### config.mk
export PLATFORM = sky130hd
export DESIGN_NAME = cmd_arbiter
export DESIGN_NICKNAME = d
export VERILOG_FILES = /design/src/rtl/knight_pkg.sv /design/src/rtl/resp_watchdog.sv /design/src/rtl/cmd_arbiter.sv
export SDC_FILE = /design/constraint.sdc
export NUM_CORES = 1
export LEC_CHECK = 0
export CAP_MARGIN = 20
export CORE_AREA = 2 2 98 100
export DETAILED_ROUTE_END_ITERATION = 6
export DIE_AREA = 0 0 100 102
export PLACE_DENSITY_LB_ADDON = 0.2
export REMOVE_ABC_BUFFERS = 1
export SYNTH_ARGS = -nofsm -noshare
export SYNTH_HDL_FRONTEND = slang
export SYNTH_SLANG_ARGS = --single-unit
export TNS_END_PERCENT = 100
### constraint.sdc
create_clock -name clk -period 2.4 [get_ports clk]
set_input_delay 0.36 -clock clk [delete_from_list [all_inputs] [get_ports clk]]
set_output_delay 0.36 -clock clk [all_outputs]
set_load 0.05 [all_outputs]
### src/rtl/knight_pkg.sv
// Shared types and constants for the KnightsTour command path.
// Used by the command arbiter and the blocks around it.
package knight_pkg;

    typedef enum logic [2:0] {
        IDLE,
        RMT_ACT,
        RMT_TX,
        TOUR_ACT,
        TOUR_TX
    } arb_state_t;

    localparam logic [7:0] RESP_ACK      = 8'hA5;
    localparam logic [7:0] RESP_TOUR_MID = 8'h5A;
    localparam logic [7:0] RESP_TIMEOUT  = 8'hEE;

    localparam logic [1:0] OWNER_NONE = 2'b00;
    localparam logic [1:0] OWNER_RMT  = 2'b01;
    localparam logic [1:0] OWNER_TOUR = 2'b10;

endpackage

### src/rtl/resp_watchdog.sv
// Response watchdog: counts enabled cycles since the last clear.
// expire flags the cycle whose edge would complete LIMIT counted cycles.
module resp_watchdog #(
    parameter int unsigned   TW    = 24,
    parameter logic [TW-1:0] LIMIT = '1
) (
    input  logic clk,
    input  logic rst,
    input  logic clr,
    input  logic en,
    output logic expire
);

    localparam logic [TW-1:0] One = TW'(1);

    logic [TW-1:0] cnt;

    always_ff @(posedge clk) begin
        if (rst || clr) begin
            cnt <= '0;
        end else if (en) begin
            cnt <= cnt + One;
        end
    end

    // A clear in the same cycle (completion or new accept) beats expiry.
    assign expire = en && !clr && (cnt == LIMIT - One);

endmodule

### src/rtl/cmd_arbiter.sv
// Arbitrates cmd_proc between the remote UART command path and the tour sequencer.
// Remote commands are buffered one deep; the tour keeps ownership until it releases.
module cmd_arbiter
    import knight_pkg::*;
#(
    parameter int unsigned   TW          = 24,
    parameter logic [TW-1:0] TIMEOUT_CYC = 24'd10_000_000
) (
    input  logic        clk,
    input  logic        rst,
    input  logic [15:0] rmt_cmd,
    input  logic        rmt_cmd_rdy,
    output logic        rmt_clr_cmd_rdy,
    input  logic        tour_usurp,
    input  logic [15:0] tour_cmd,
    input  logic        tour_cmd_rdy,
    input  logic [7:0]  tour_resp,
    output logic        tour_clr_cmd_rdy,
    output logic        tour_send_resp,
    output logic [15:0] cp_cmd,
    output logic        cp_cmd_rdy,
    input  logic        cp_clr_cmd_rdy,
    input  logic        cp_send_resp,
    output logic        trmt,
    output logic [7:0]  resp,
    input  logic        tx_done,
    output logic [1:0]  owner,
    output logic        timeout
);

    arb_state_t  state;
    logic [15:0] pend;
    logic        pend_vld;
    logic        outstanding;
    logic        in_act;
    logic        wd_clr;
    logic        wd_en;
    logic        wd_expire;

    assign in_act = (state == RMT_ACT) || (state == TOUR_ACT);
    // Holding the counter clear outside ACT states clears it on every ACT entry.
    assign wd_clr = !in_act || cp_clr_cmd_rdy || cp_send_resp;
    assign wd_en  = in_act && outstanding;

    resp_watchdog #(
        .TW    (TW),
        .LIMIT (TIMEOUT_CYC)
    ) u_resp_watchdog (
        .clk    (clk),
        .rst    (rst),
        .clr    (wd_clr),
        .en     (wd_en),
        .expire (wd_expire)
    );

    assign rmt_clr_cmd_rdy = rmt_cmd_rdy && !pend_vld && !rst;

    always_comb begin
        cp_cmd           = '0;
        cp_cmd_rdy       = 1'b0;
        tour_clr_cmd_rdy = 1'b0;
        tour_send_resp   = 1'b0;
        owner            = OWNER_NONE;
        unique case (state)
            RMT_ACT: begin
                cp_cmd     = pend;
                // The buffer may refill with the next command while this one runs.
                cp_cmd_rdy = pend_vld && !outstanding;
                owner      = OWNER_RMT;
            end
            RMT_TX: owner = OWNER_RMT;
            TOUR_ACT: begin
                cp_cmd           = tour_cmd;
                cp_cmd_rdy       = tour_cmd_rdy;
                tour_clr_cmd_rdy = cp_clr_cmd_rdy;
                tour_send_resp   = cp_send_resp;
                owner            = OWNER_TOUR;
            end
            TOUR_TX: owner = OWNER_TOUR;
            default: ;
        endcase
    end

    always_ff @(posedge clk) begin
        if (rst) begin
            state       <= IDLE;
            pend        <= '0;
            pend_vld    <= 1'b0;
            outstanding <= 1'b0;
            resp        <= '0;
            trmt        <= 1'b0;
            timeout     <= 1'b0;
        end else begin
            trmt    <= 1'b0;
            timeout <= 1'b0;

            if (state == RMT_ACT && cp_cmd_rdy && cp_clr_cmd_rdy) begin
                pend_vld <= 1'b0;
            end
            if (rmt_clr_cmd_rdy) begin
                pend     <= rmt_cmd;
                pend_vld <= 1'b1;
            end

            if (in_act && cp_clr_cmd_rdy) begin
                outstanding <= 1'b1;
            end
            if (cp_send_resp || wd_expire) begin
                outstanding <= 1'b0;
            end

            case (state)
                IDLE: begin
                    if (tour_usurp) begin
                        state <= TOUR_ACT;
                    end else if (pend_vld) begin
                        state <= RMT_ACT;
                    end
                end
                RMT_ACT: begin
                    if (wd_expire) begin
                        state   <= RMT_TX;
                        resp    <= RESP_TIMEOUT;
                        trmt    <= 1'b1;
                        timeout <= 1'b1;
                    end else if (cp_send_resp) begin
                        state <= RMT_TX;
                        resp  <= RESP_ACK;
                        trmt  <= 1'b1;
                    end
                end
                RMT_TX: begin
                    if (tx_done) begin
                        state <= IDLE;
                    end
                end
                TOUR_ACT: begin
                    if (wd_expire) begin
                        state   <= TOUR_TX;
                        resp    <= RESP_TIMEOUT;
                        trmt    <= 1'b1;
                        timeout <= 1'b1;
                    end else if (cp_send_resp) begin
                        state <= TOUR_TX;
                        resp  <= tour_resp;
                        trmt  <= 1'b1;
                    end else if (!tour_usurp && !outstanding && !cp_clr_cmd_rdy) begin
                        state <= IDLE;
                    end
                end
                TOUR_TX: begin
                    if (tx_done) begin
                        state <= tour_usurp ? TOUR_ACT : IDLE;
                    end
                end
                default: state <= IDLE;
            endcase
        end
    end

endmodule

==> Yosys cells after proc, flatten, opt, wreduce, memory -nomap -nowiden <==
Cells that the tools add are included.
{ "op_classes": {"n_bitwise": 1, "addsub": 1, "n_reduce_logical": 33, "eq_ne": 11, "muxes": 26} }
{ "ops": {"columns": ["op", "count"], "rows": [
  ["$mux W8", 4],
  ["$pmux W16 S2", 1],
  ["$mux W3", 9],
  ["$add A24 B1 Y24 const B", 1],
  ["$eq A24 B24 Y1 const B", 1],
  ["$pmux W8 S2", 1],
  ["$pmux W3 S5", 1],
  ["$logic_and A1 B1 Y1", 11],
  ["$reduce_or A2 Y1", 5],
  ["$ne A3 B3 Y1 const B", 3],
  ["$logic_not A1 Y1", 7],
  ["$mux W1", 7],
  ["$eq A3 B2 Y1 const B", 2],
  ["$logic_or A1 B1 Y1", 5],
  ["$reduce_and A5 Y1", 1],
  ["$ne A2 B2 Y1 const B", 2],
  ["$ne A4 B3 Y1 const B", 1],
  ["$pmux W2 S2", 1],
  ["$reduce_bool A2 Y1", 2],
  ["$eq A3 B1 Y1 const B", 1],
  ["$eq A3 B3 Y1 const B", 1],
  ["$logic_not A3 Y1", 1],
  ["$reduce_and A3 Y1", 1],
  ["$mux W2", 1],
  ["other kinds (2)", 2]
]} }
{ "word_totals": {"output_inout_bits": 32, "in_bits": 48, "register_bits": 55} }

==> Longest topological paths before layout <==
{ "depth": {"ltp_word": 10, "depth_mapped": 8, "mapped_depth_nobuf": 6} }

==> Hierarchy <==
From an unflattened synthesis, not the netlist that was laid out.
{ "unflattened": {"cells_unflattened": 339, "hier_area_um2": 2775.2} }
{ "modules_own_cells": {"columns": ["module", "seq_area_each_um2", "cells_per_inst", "area_per_inst_um2", "n_inst"], "rows": [
  ["cmd_arbiter", 620.6, 202, 1610.3, 1],
  ["resp_watchdog", 480.5, 137, 1164.9, 1]
]} }

==> Worst setup path after synthesis <==
No wires, ideal clock.
{ "synth_path": {"kind": "register -> output", "from": "register state[1]", "to": "output owner[1]", "arrival_ns": 1.977, "stages_incl_launch_ff": 5, "n_path_buf": 2, "required_time_ns": 2.040, "slack_ns": 0.063, "path_cell_list": "dfxtp_1 clkbuf_1 clkbuf_1 nand2_1 o21ai_0"} }
{ "synth_via": {"elab_chain_len": 3} }
{ "synth_lines": {"columns": ["element", "line", "text"], "rows": [
  ["from (decl)", "cmd_arbiter.sv:31", "arb_state_t state;"],
  ["from (signal assigned)", "cmd_arbiter.sv:153", "state <= tour_usurp ? TOUR_ACT : IDLE;"],
  ["$eq A3 B2 Y1, or another cell as far along", "cmd_arbiter.sv:64", "unique case (state)"],
  ["$reduce_or A2 Y1 (no source line)", null, null],
  ["$pmux W2 S2 (*)", "cmd_arbiter.sv:64", null],
  ["to (decl)", "cmd_arbiter.sv:27", "output logic [1:0] owner,"]
]} }
Mark *: on every way between the ends. The rest lies on a longest branch, timed or not.

==> Final worst setup path <==
{ "layout_path": {"from": "register state[0]", "to": "output cp_cmd[14]"} }
{ "layout_via": {"elab_chain_len": 2} }
{ "layout_lines": {"columns": ["element", "line", "text"], "rows": [
  ["$eq A3 B2 Y1 or $eq A3 B1 Y1 (tied branches)", "cmd_arbiter.sv:64", null],
  ["$pmux W16 S2 (*)", "cmd_arbiter.sv:64", null],
  ["to (decl)", "cmd_arbiter.sv:20", "output logic [15:0] cp_cmd,"]
]} }
Marked as above.

==> impl_metrics.ini <==
[place]
placed_area_sq_um = 3860
place_ws_ps = -16.2
gp_congestion = 0.766
io_buffers = 79
hpwl_microns = 5150

[detailed_routing]
viasPerCell = 4.84
vias = 2560
drt-initial-drc-count = 63
drtPass1Iterations = 4
detail_route.wl_per_cell_microns = 13.2
antenna_left = 0
route.detailed.drc = 0
drt-total-wl_microns = 6990

[power]
sw_frac_of_total = 0.321
total_power_mw = 2.63
power.internal_mw = 1.78
p_leak_nw = 1.39
switchingPower_mw = 0.844
power_density_nw_per_um2 = 656
peakVddDrop_v = 0.000265
power_frac_seq = 0.376
combPwrFrac = 0.346
clkPwrFrac = 0.278

[grt]
grt_max_degree = 25
antenna_found_initial = 0
grt_use_total = 0.144
overflow = 0
grt_pass1_vias = 2464
grt_first_pass_wirelength_microns = 11900

[sta]
tightest_slew_ps = 566
rsz0062_at_grt = false
layout_setup_ws_ps = 235
slew_headroom = 0.623
setup_violations = 0
drv_slew = 0
hold_viol = 0
period_share = 0.902
fin_skew_ps = 15.5
max_freq_mhz = 462
period_needed_ps = 2170

[critical_path]
startpoint_type = register
ff2ff_path_depth = 6
crit_buf_inv = 2
crit_type = register to primary output
critical-path-slowest-cell = or2b_1
reg2reg_slack_ps = 240
crit_path_end_kind = primary output
critical_path_required_ps = 2040
critPathMaxStageDelay_ps = 470
worstSetupStartpoint = state[0]
crit_chain = or2b_1 > buf_4 > nor2_1 > buf_12
arrival_ps = 1810
rr_startpoint = u_resp_watchdog.cnt[0]
cpLargestDelayFamily = simple AND/OR/NAND/NOR gates
reg2reg_to = state[1]
worstPathMaxFanout = 14

[logic_synthesis]
synthCells = 333
synth.area.mux_share = 0.0603
synth_enable_flop_cells = 0
synth-simple-area-share = 0.293
synth_compound_area_frac = 0.104
synth_top_family_by_area = simple AND/OR/NAND/NOR gates
async_reset_ff_frac = 0
synthesis.area_sq_um = 2660
synth-main-ff-cell = dfxtp_1
synth_cell_types = 42
ys_seq_area_frac = 0.414
avgSynthCellArea_sq_um = 7.98
synth_adder_area_share = 0.00471
synth_xor_area_frac = 0.0725
ys.warnings.count = 0
ys_ff_latch = 55

[clock_network]
cts.sinks = 55
clk_pin_slew_ps = 100
cts.htree.levels = 2
cts_made_buffers = 5
ctsResizeCount = 0
post_cts_buffers = 0
cts_tree = yes
root_buffer = clkbuf_8
insertion_delay_ps = 310
cts_buffer_depth = 2
cts_hold_buffers = 0

[final_layout]
final_cell_mix = clkdlybuf4s50_1, dfxtp_1, nand2_1, nor2_1
diodes = 0
drive_gt1_frac = 0.127
area_delta_synth_final_pct = 50.5
finalCoreUtilization = 0.439
final_common_cell = clkdlybuf4s50_1
final_net_count = 466
final_cell_area_sq_um = 4000

[floorplan]
core_area_sq_um = 9110
die_y_microns = 102
die-area_sq_um = 10200
initial_utilization = 0.292
die_x_microns = 100
boundaryPins = 80
row_count = 35

[min_path]
min_to = pend[13]
hold_depth = 2
min_from = pend[13]
holdCritPathClass = register to register

[status]
status = completed

[run]
cap_violations = 0
-- metrics by stage --
| stage | setup TNS [ps] | hold WS, ps | std cells |
|---|---|---|---|
| 2_1_floorplan | -18310 | 429 | 312 |
| 3_3_place_gp | 0 | 444 | 521 |
| 3_5_place_dp | -16.2 | 452 | 521 |
| 4_1_cts | 0 | 470 | 529 |
| 5_1_grt | 0 | 486 | 529 |
| 6_report | 0 | 464 | 529 |
-- state kept, by name, summed over array words and instances, names as in the netlist --
signal	flops
resp	8
timeout	1
state	3
outstanding	1
u_resp_watchdog.cnt	24
pend_vld	1
trmt	1
pend	16
-- routing by layer --
layer	track usage	vias to the layer above	routed length, microns
met5	0	-	0
met4	0.0390	0	66
met3	0.0547	7	533
met2	0.227	66	3130
met1	0.186	1178	3260
li1	-	1309	-
-- synthesized netlist by cell type, types with 8 or more instances --
master | n | area share
dfxtp_1 | 55 | 0.41
nand2_1 | 52 | 0.073
nor2_1 | 45 | 0.064
o21ai_0 | 22 | 0.041
xnor2_1 | 17 | 0.056
clkbuf_1 | 16 | 0.023
mux2i_1 | 16 | 0.060
inv_1 | 11 | 0.016
nor3_1 | 11 | 0.021
nand4_1 | 10 | 0.024
a21oi_1 | 8 | 0.015
nand3_1 | 8 | 0.015
nor4_1 | 8 | 0.019
-- worst max path at each step --
stage,depth (start not counted),endpoint
3_5_place_dp,6,state[1]
4_1_cts,4,cp_cmd[2]
3_3_place_gp,6,state[1]
6_report,4,cp_cmd[14]
5_1_grt,4,cp_cmd[12]
2_1_floorplan,2,pend[0]
-- kinds of logic after synthesis --
group,Yosys count
xor gates and xnor gates,22
muxes,16
buffers and inverters,33
and+or+nand+nor,160
AOI/OAI and AO/OA,46
adders and majority gates,1
DFF,55
-- final cells by class --
cell class / count / area, sq um
Timing Repair Buffer: 98 / 1150
Sequential cell: 55 / 1100
Fill cell: 917 / 5110
Clock buffer: 5 / 68.8
Tap cell: 111 / 139
Clock inverter: 3 / 67.6
Multi-Input combinational cell: 245 / 1430
Inverter: 12 / 45.0
-- worst register-to-register path: stages (launching register included) --
cell and delay [ps]:
dfxtp_1 380, ha_1 210, nand4b_4 120, or2_1 240
or4_1 550, or4b_4 530, o211ai_2 80
-- power groups by stage --
| stage | combinational [mW] | sequential (mW) | clock (mW) |
|---|---|---|---|
| after floorplan | 0.397 | 1.08 | 0 |
| after detailed placement | 0.914 | 1.01 | 0 |
| after global routing | 0.969 | 0.993 | 0.798 |
| final | 0.908 | 0.987 | 0.731 |
| after global placement | 0.909 | 1.01 | 0 |
| after CTS | 0.916 | 0.987 | 0.758 |
No activity file was read; power rests on OpenSTA's default activity.
